`src/rtl/ravenoc_pkg.sv`:
```
// Shared router types: flit request/response, head-flit decode view, and
// the per-VC wormhole lock record used by the output stage.
package ravenoc_pkg;

    localparam int FLIT_WIDTH       = 34;
    localparam int VC_WIDTH         = 2;
    localparam int PKT_SIZE_WIDTH   = 8;
    localparam int OWNER_WIDTH      = 4;
    localparam int DEF_CREDIT_DEPTH = 4;

    localparam logic [PKT_SIZE_WIDTH-1:0] MIN_SIZE_FLIT = 8'd0;

    typedef enum logic [1:0] {
        HEAD_FLIT = 2'd0,
        BODY_FLIT = 2'd1,
        TAIL_FLIT = 2'd2
    } flit_type_t;

    typedef struct packed {
        flit_type_t                type_f;
        logic [1:0]                x_dest;
        logic [1:0]                y_dest;
        logic [PKT_SIZE_WIDTH-1:0] pkt_size;
        logic [19:0]               data;
    } s_flit_head_data_t;

    typedef struct packed {
        logic [FLIT_WIDTH-1:0] fdata;
        logic                  valid;
        logic [VC_WIDTH-1:0]   vc_id;
    } s_flit_req_t;

    typedef struct packed {
        logic ready;
    } s_flit_resp_t;

    typedef struct packed {
        logic                   locked;
        logic [OWNER_WIDTH-1:0] owner;
    } s_vc_lock_t;

    function automatic logic flit_is_head(input logic [FLIT_WIDTH-1:0] fdata);
        s_flit_head_data_t h;
        h = fdata;
        return (h.type_f == HEAD_FLIT);
    endfunction

    function automatic logic flit_is_tail(input logic [FLIT_WIDTH-1:0] fdata);
        s_flit_head_data_t h;
        h = fdata;
        return (h.type_f == TAIL_FLIT);
    endfunction

    // A head carrying the minimum size is a whole packet and never locks a VC.
    function automatic logic flit_is_single(input logic [FLIT_WIDTH-1:0] fdata);
        s_flit_head_data_t h;
        h = fdata;
        return (h.type_f == HEAD_FLIT) && (h.pkt_size == MIN_SIZE_FLIT);
    endfunction

endpackage

```
`src/rtl/output_vc_credit_arbiter_rr_arbiter.sv`:
```
// Round-robin arbiter: combinational one-hot grant starting from a pointer
// that moves just past the granted requester whenever update_i is high.
module rr_arbiter #(
    parameter int N_OF_INPUTS = 2
) (
    input  logic                   clk,
    input  logic                   arst,
    input  logic                   update_i,
    input  logic [N_OF_INPUTS-1:0] req_i,
    output logic [N_OF_INPUTS-1:0] grant_o
);

    localparam int PW = (N_OF_INPUTS > 1) ? $clog2(N_OF_INPUTS) : 1;

    logic [PW-1:0] ptr;
    logic [PW-1:0] grant_idx;
    logic          found;
    int            scan_idx;

    // Scan requesters starting at the pointer, first hit wins.
    always_comb begin
        grant_o   = '0;
        grant_idx = '0;
        found     = 1'b0;
        scan_idx  = 0;
        for (int o = 0; o < N_OF_INPUTS; o++) begin
            scan_idx = int'(ptr) + o;
            if (scan_idx >= N_OF_INPUTS) begin
                scan_idx = scan_idx - N_OF_INPUTS;
            end else begin
                scan_idx = scan_idx;
            end
            if (!found && req_i[scan_idx]) begin
                found              = 1'b1;
                grant_o[scan_idx]  = 1'b1;
                grant_idx          = PW'(scan_idx);
            end else begin
                found = found;
            end
        end
    end

    // Pointer register.
    always_ff @(posedge clk) begin
        if (arst) begin
            ptr <= '0;
        end else if (update_i && found) begin
            if (grant_idx == PW'(N_OF_INPUTS - 1)) begin
                ptr <= '0;
            end else begin
                ptr <= grant_idx + PW'(1);
            end
        end else begin
            ptr <= ptr;
        end
    end

endmodule

```
`src/rtl/output_vc_credit_arbiter.sv`:
```
// Router output stage: per-VC wormhole locking, per-VC input round-robin,
// VC selection, credit flow control and a registered output flit.
module output_vc_credit_arbiter
    import ravenoc_pkg::*;
#(
    parameter int N_INPUTS     = 5,
    parameter int N_VIRT_CHN   = 2,
    parameter int CREDIT_DEPTH = DEF_CREDIT_DEPTH,
    parameter bit H_PRIORITY   = 1'b1,
    parameter bit VC_RR        = 1'b0
) (
    input  logic                         clk,
    input  logic                         arst,
    input  s_flit_req_t  [N_INPUTS-1:0]  fin_req_i,
    output s_flit_resp_t [N_INPUTS-1:0]  fin_resp_o,
    output s_flit_req_t                  fout_req_o,
    input  logic [N_VIRT_CHN-1:0]        credit_i,
    output logic                         credit_err_o
);

    localparam int VC_W = (N_VIRT_CHN > 1) ? $clog2(N_VIRT_CHN) : 1;
    localparam int CW   = $clog2(CREDIT_DEPTH + 1);
    localparam int IW   = $clog2(N_INPUTS);

    logic [CW-1:0]       credit    [N_VIRT_CHN];
    s_vc_lock_t          lock      [N_VIRT_CHN];
    logic [N_INPUTS-1:0] head_req  [N_VIRT_CHN];
    logic [N_INPUTS-1:0] arb_grant [N_VIRT_CHN];
    logic [IW-1:0]       cand_idx  [N_VIRT_CHN];

    logic [N_VIRT_CHN-1:0] arb_update;
    logic [N_VIRT_CHN-1:0] cand_valid;
    logic [N_VIRT_CHN-1:0] eligible;
    logic [N_VIRT_CHN-1:0] vc_grant;
    logic [N_VIRT_CHN-1:0] credit_dec;
    logic [N_VIRT_CHN-1:0] overflow;

    logic              accept;
    logic [VC_W-1:0]   sel_vc;
    logic [IW-1:0]     win_idx;
    s_flit_req_t       win_flit;
    logic              win_head;
    logic              win_tail;
    logic              win_single;

    // Heads per VC feed the input arbiters; only heads may open a packet.
    always_comb begin
        for (int v = 0; v < N_VIRT_CHN; v++) begin
            for (int i = 0; i < N_INPUTS; i++) begin
                head_req[v][i] = fin_req_i[i].valid
                               && (fin_req_i[i].vc_id == VC_WIDTH'(v))
                               && flit_is_head(fin_req_i[i].fdata);
            end
        end
    end

    for (genvar gv = 0; gv < N_VIRT_CHN; gv++) begin : g_in_arb
        rr_arbiter #(.N_OF_INPUTS(N_INPUTS)) u_in_arb (
            .clk      (clk),
            .arst     (arst),
            .update_i (arb_update[gv]),
            .req_i    (head_req[gv]),
            .grant_o  (arb_grant[gv])
        );
    end

    // Locked VCs only listen to their owner; unlocked ones take the arbiter's pick.
    always_comb begin
        for (int v = 0; v < N_VIRT_CHN; v++) begin
            cand_valid[v] = 1'b0;
            cand_idx[v]   = '0;
            for (int i = 0; i < N_INPUTS; i++) begin
                if (lock[v].locked) begin
                    if ((lock[v].owner == OWNER_WIDTH'(i)) && fin_req_i[i].valid
                        && (fin_req_i[i].vc_id == VC_WIDTH'(v))) begin
                        cand_valid[v] = 1'b1;
                        cand_idx[v]   = IW'(i);
                    end else begin
                        cand_valid[v] = cand_valid[v];
                    end
                end else if (arb_grant[v][i]) begin
                    cand_valid[v] = 1'b1;
                    cand_idx[v]   = IW'(i);
                end else begin
                    cand_valid[v] = cand_valid[v];
                end
            end
            eligible[v] = cand_valid[v] && (credit[v] != '0);
        end
    end

    if (VC_RR) begin : g_vc_rr
        rr_arbiter #(.N_OF_INPUTS(N_VIRT_CHN)) u_vc_arb (
            .clk      (clk),
            .arst     (arst),
            .update_i (accept),
            .req_i    (eligible),
            .grant_o  (vc_grant)
        );
    end else begin : g_vc_fixed
        assign vc_grant = '0;
    end

    // Pick the winning VC, then the winning input and its flit.
    always_comb begin
        accept   = 1'b0;
        sel_vc   = '0;
        win_idx  = '0;
        win_flit = '0;
        for (int v = 0; v < N_VIRT_CHN; v++) begin
            if (VC_RR) begin
                if (vc_grant[v]) begin
                    accept = 1'b1;
                    sel_vc = VC_W'(v);
                end else begin
                    accept = accept;
                end
            end else if (eligible[v] && (H_PRIORITY || !accept)) begin
                accept = 1'b1;
                sel_vc = VC_W'(v);
            end else begin
                accept = accept;
            end
        end
        for (int v = 0; v < N_VIRT_CHN; v++) begin
            if (sel_vc == VC_W'(v)) begin
                win_idx = cand_idx[v];
            end else begin
                win_idx = win_idx;
            end
        end
        for (int i = 0; i < N_INPUTS; i++) begin
            if (win_idx == IW'(i)) begin
                win_flit = fin_req_i[i];
            end else begin
                win_flit = win_flit;
            end
        end
        win_head   = flit_is_head(win_flit.fdata);
        win_tail   = flit_is_tail(win_flit.fdata);
        win_single = flit_is_single(win_flit.fdata);
    end

    // Ready strobes, arbiter pointer updates and credit bookkeeping strobes.
    always_comb begin
        for (int i = 0; i < N_INPUTS; i++) begin
            fin_resp_o[i].ready = accept && !arst && (win_idx == IW'(i));
        end
        for (int v = 0; v < N_VIRT_CHN; v++) begin
            credit_dec[v] = accept && (sel_vc == VC_W'(v));
            arb_update[v] = credit_dec[v] && win_head && !lock[v].locked;
            overflow[v]   = credit_i[v] && !credit_dec[v]
                          && (credit[v] == CW'(CREDIT_DEPTH));
        end
    end

    // Credit counters; an increment at full depth saturates.
    always_ff @(posedge clk) begin
        for (int v = 0; v < N_VIRT_CHN; v++) begin
            if (arst) begin
                credit[v] <= CW'(CREDIT_DEPTH);
            end else begin
                case ({credit_i[v], credit_dec[v]})
                    2'b10: begin
                        if (overflow[v]) begin
                            credit[v] <= credit[v];
                        end else begin
                            credit[v] <= credit[v] + CW'(1);
                        end
                    end
                    2'b01:   credit[v] <= credit[v] - CW'(1);
                    default: credit[v] <= credit[v];
                endcase
            end
        end
    end

    // Wormhole locks: opened by a multi-flit head, released by the owner's tail.
    always_ff @(posedge clk) begin
        for (int v = 0; v < N_VIRT_CHN; v++) begin
            if (arst) begin
                lock[v] <= '0;
            end else if (credit_dec[v]) begin
                if (lock[v].locked) begin
                    if (win_tail) begin
                        lock[v] <= '0;
                    end else begin
                        lock[v] <= lock[v];
                    end
                end else if (win_head && !win_single) begin
                    lock[v] <= '{locked: 1'b1, owner: OWNER_WIDTH'(win_idx)};
                end else begin
                    lock[v] <= lock[v];
                end
            end else begin
                lock[v] <= lock[v];
            end
        end
    end

    // Registered output flit and sticky overflow flag.
    always_ff @(posedge clk) begin
        if (arst) begin
            fout_req_o   <= '0;
            credit_err_o <= 1'b0;
        end else begin
            credit_err_o <= credit_err_o | (|overflow);
            if (accept) begin
                fout_req_o       <= win_flit;
                fout_req_o.vc_id <= VC_WIDTH'(sel_vc);
            end else begin
                fout_req_o <= '0;
            end
        end
    end

endmodule
```
`config.mk`:
```
export PLATFORM = sky130hd
export DESIGN_NAME = output_vc_credit_arbiter
export DESIGN_NICKNAME = d
export VERILOG_FILES = /design/src/rtl/ravenoc_pkg.sv /design/src/rtl/output_vc_credit_arbiter_rr_arbiter.sv /design/src/rtl/output_vc_credit_arbiter.sv
export SDC_FILE = /design/constraint.sdc
export NUM_CORES = 1
export LEC_CHECK = 0
export CORE_MARGIN = 1
export CORE_UTILIZATION = 44
export DETAILED_ROUTE_END_ITERATION = 16
export PLACE_DENSITY = 0.83
export SYNTH_ARGS = -nofsm -noshare
export SYNTH_HDL_FRONTEND = slang
export SYNTH_SLANG_ARGS = --single-unit
```
`constraint.sdc`:
```
create_clock -name clk -period 8 [get_ports clk]
set_clock_uncertainty 0.1 [all_clocks]
set_input_delay 2.4 -clock clk [delete_from_list [all_inputs] [get_ports clk]]
set_output_delay 2.4 -clock clk [all_outputs]
set_load 0.05 [all_outputs]
```
==> results.cfg <==
[outcome]
status = complete, but fails checks
violations = negative setup slack

[sta]
finalMaxSlewViolations = 0
setup_ws_ns = -0.319
max_freq_ghz = 0.120
period_share_pct = 104
worst_slew_pin_slew_ns = 1.07
rsz0062_at_grt = yes
finalWorstPathRequiredPeriod_ns = 8.32
setup_viol = 5
hold_viol = 0
slew_headroom_pct = 28.4

[placed_design]
portBuffers = 230
placed_cells = 1494
post-place-ws_ns = -0.692
gp_congestion = 1.04
dpl.hpwl_um = 25200

[clock_tree]
cts_made_buffers = 9
clock_latency_ns = 0.35
cts_tree = done
ctsHoldBuffers = 0
htree_levels = 3
clock_path_buffers = 2
root_buffer = clkbuf_16
cts_num_sinks = 57
clkTransAtPathRegs_ns = 0.06

[logic_synthesis]
ys.flop_type = dfxtp_1
yosys_warnings = 0
netlist.area_leader.share_pct = 11.9
async_flop_share_pct = 0
syn_nets = 1208
syn_area_per_cell_um2 = 7.50
yosysTopAreaCell = dfxtp_1
syn_area_mm2 = 0.00723
yosys-top-cells-area = dfxtp_1 12%, ha_1 9.0%, edfxtp_1 5.8%, a21oi_1 5.6%, nand2_1 5.0%
ys_ff_latch = 57
synth_cells = 964
yosysSeqAreaShare_pct = 17.7
synth-edff-count = 14
yosys.cell_types.count = 99

[critical_path]
critPathKind = input port to output pin
cp.required_ns = 5.50
setup.worst_path.start_class = input port
end_kind = output pin
worstPathMaxFanout = 4
worstPathArrival_ns = 5.82

[routing]
wire_per_inst_um = 22.6
ant_nets = 0
drc = 0
drtIter0Drc = 1700
num_vias = 10100
dr.pass1.iters = 11
vias_per_cell = 6.52
drt-total-wl_um = 35100

[global_route]
track_usage_pct = 38.4
grt_overflow_total = 0
grt_pass1_vias = 9201
antenna_found_initial = 2
grt_pass1_wl_um = 49500
grt_start_max_net_pins = 46

[final_layout]
multi_input_area_mm2 = 0.00600
fin_nets = 1576
fin_cells = 1553
drive_above_1_share_pct = 23.4
diodes = 0
fillers = 1161
area_delta_synth_final_pct = 62.5
regArea_mm2 = 0.00128

[floorplan]
core_area_mm2 = 0.0159
die_w_um = 130
fp.dieH_um = 130
rows = 46
start_util_pct = 45.3
pin_count = 232
die_area_mm2 = 0.0169

[job]
maxCapViolCount = 0

[worst_hold_path]
hold_class = flop to flop
## metal layers
metal | global-route usage, % | wire length, µm | share of wire [%] | vias up
met4 | 15.5 | 1420 | 4.1 | 2
met5 | 0 | 13 | 0.037 | -
met3 | 10.8 | 4540 | 13 | 146
met2 | 58.2 | 15800 | 45 | 808
met1 | 51.2 | 13300 | 38 | 4734
li1 | - | - | - | 4437
## state kept, by name, indices dropped and copies added (netlist names)
name and cells:
credit 6, fout_req_o 36, g_in_arb.u_in_arb.ptr 6, lock 8, credit_err_o 1
## worst paths after layout
kind	from	slack (ns)	endpoint	cells after the start
worst min-delay path	g_in_arb[0].u_in_arb.ptr[2]$_SDFFE_PP0P_	0.47	g_in_arb[0].u_in_arb.ptr[2]$_SDFFE_PP0P_	2
worst max register to register	g_in_arb[0].u_in_arb.ptr[1]$_SDFFE_PP0P_	0.79	fout_req_o[26]$_SDFF_PP0_	36
worst min register to register	g_in_arb[0].u_in_arb.ptr[2]$_SDFFE_PP0P_	0.47	g_in_arb[0].u_in_arb.ptr[2]$_SDFFE_PP0P_	2
worst max-delay path	fin_req_i[113]	-0.32	fin_resp_o[1]	18
## cell families after synthesis
kind of cell	count (synthesis)	synth area share, %
and+or+nand+nor	374	28.0
AOI/OAI and AO/OA	339	34.3
buffers and inverters	107	6.02
DFF	57	17.7
adders and majority gates	55	9.83
xor gates and xnor gates	16	1.94
muxes	15	2.18
other	1	0.0519
## per-stage QoR
stage | area, µm² | TNS, ns | hold WS, ns | utilization [%]
2_1_floorplan | 7470 | -0.298 | 0.444 | -
3_3_place_gp | 10800 | -3.30 | 0.440 | 67.7
3_5_place_dp | 10800 | -4.51 | 0.457 | 67.7
4_1_cts | 11500 | -1.53 | 0.475 | 72.0
5_1_grt | 11700 | -2.00 | 0.486 | 73.7
6_report | 11700 | -1.52 | 0.472 | 73.7
## repair_timing
item / CTS / global route
endpoints found under the setup margin: 5 / 9
buffers inserted: 32 / 14
pin swaps: 21 / 36
resized for setup: 72 / 79
## final cells by class
cell class / count / share of cell area (%)
clock buffer: 12 / 2.28
clock inverter: 4 / 0.213
inverter: 52 / 1.66
multi-input combinational: 800 / 51.1
sequential: 57 / 10.9
tap: 216 / 2.30
timing repair buffer: 412 / 31.5
## critical path: stages
cell	delay, ns
clkdlybuf4s50_1	0.42
nor3b_4	0.16
and2_4	0.16
mux2i_4	0.16
nand3_2	0.13
a2111oi_4	0.49
buf_4	0.19
buf_4	0.10
nand2b_1	0.07
nor4_2	0.35
buf_4	0.20
a211oi_4	0.07
nand2_2	0.11
o41ai_4	0.08
a21o_1	0.24
buf_6	0.16
nor3_4	0.14
buf_6	0.19
## layout by cell type (no fill, tap or decap), types with 9 or more instances in the layout
cell type,n
a211oi_1,10
or3_1,12
nand4_1,14
clkbuf_2,9
inv_1,49
a22o_1,25
o211ai_1,15
ha_1,52
nand3b_1,9
nand2b_1,17
a21o_1,11
clkbuf_16,10
a31oi_1,11
nor3_1,27
a21oi_1,76
and2_1,9
edfxtp_1,14
o21ai_0,30
nor2_1,59
dfxtp_1,43
nor2b_1,25
nand2_1,93
buf_4,164
xnor2_1,15
a222oi_1,27
o31a_1,10
nand3_1,27
mux2i_1,10
clkdlybuf4s50_1,202
buf_6,24
## Yosys cell counts, types with 5 or more instances
cell / count
xnor2_1: 15
nand3b_1: 9
o211ai_1: 15
buf_1: 11
o21ai_0: 33
or3_1: 13
nand2_1: 97
and2_1: 13
o2111ai_1: 6
o22ai_1: 9
nand3_1: 31
nand4_1: 14
mux2i_1: 11
o31ai_1: 6
nor4b_1: 5
nor3b_1: 5
a211oi_1: 11
nor3_1: 30
ha_1: 52
a31oi_1: 16
nor4_1: 9
nand2b_1: 18
a21oi_1: 81
buf_2: 12
and3_1: 11
o32ai_1: 5
a211o_1: 6
o41ai_1: 6
nor2b_1: 29
nor2_1: 61
inv_1: 50
a31o_2: 7
a21o_1: 11
a22o_1: 28
a222oi_1: 27
edfxtp_1: 14
clkbuf_1: 29
o31a_1: 10
dfxtp_1: 43
Power is left out: the tool's default activity adds up to more than one toggle a clock period on the data nets, which glitch-free logic cannot reach.
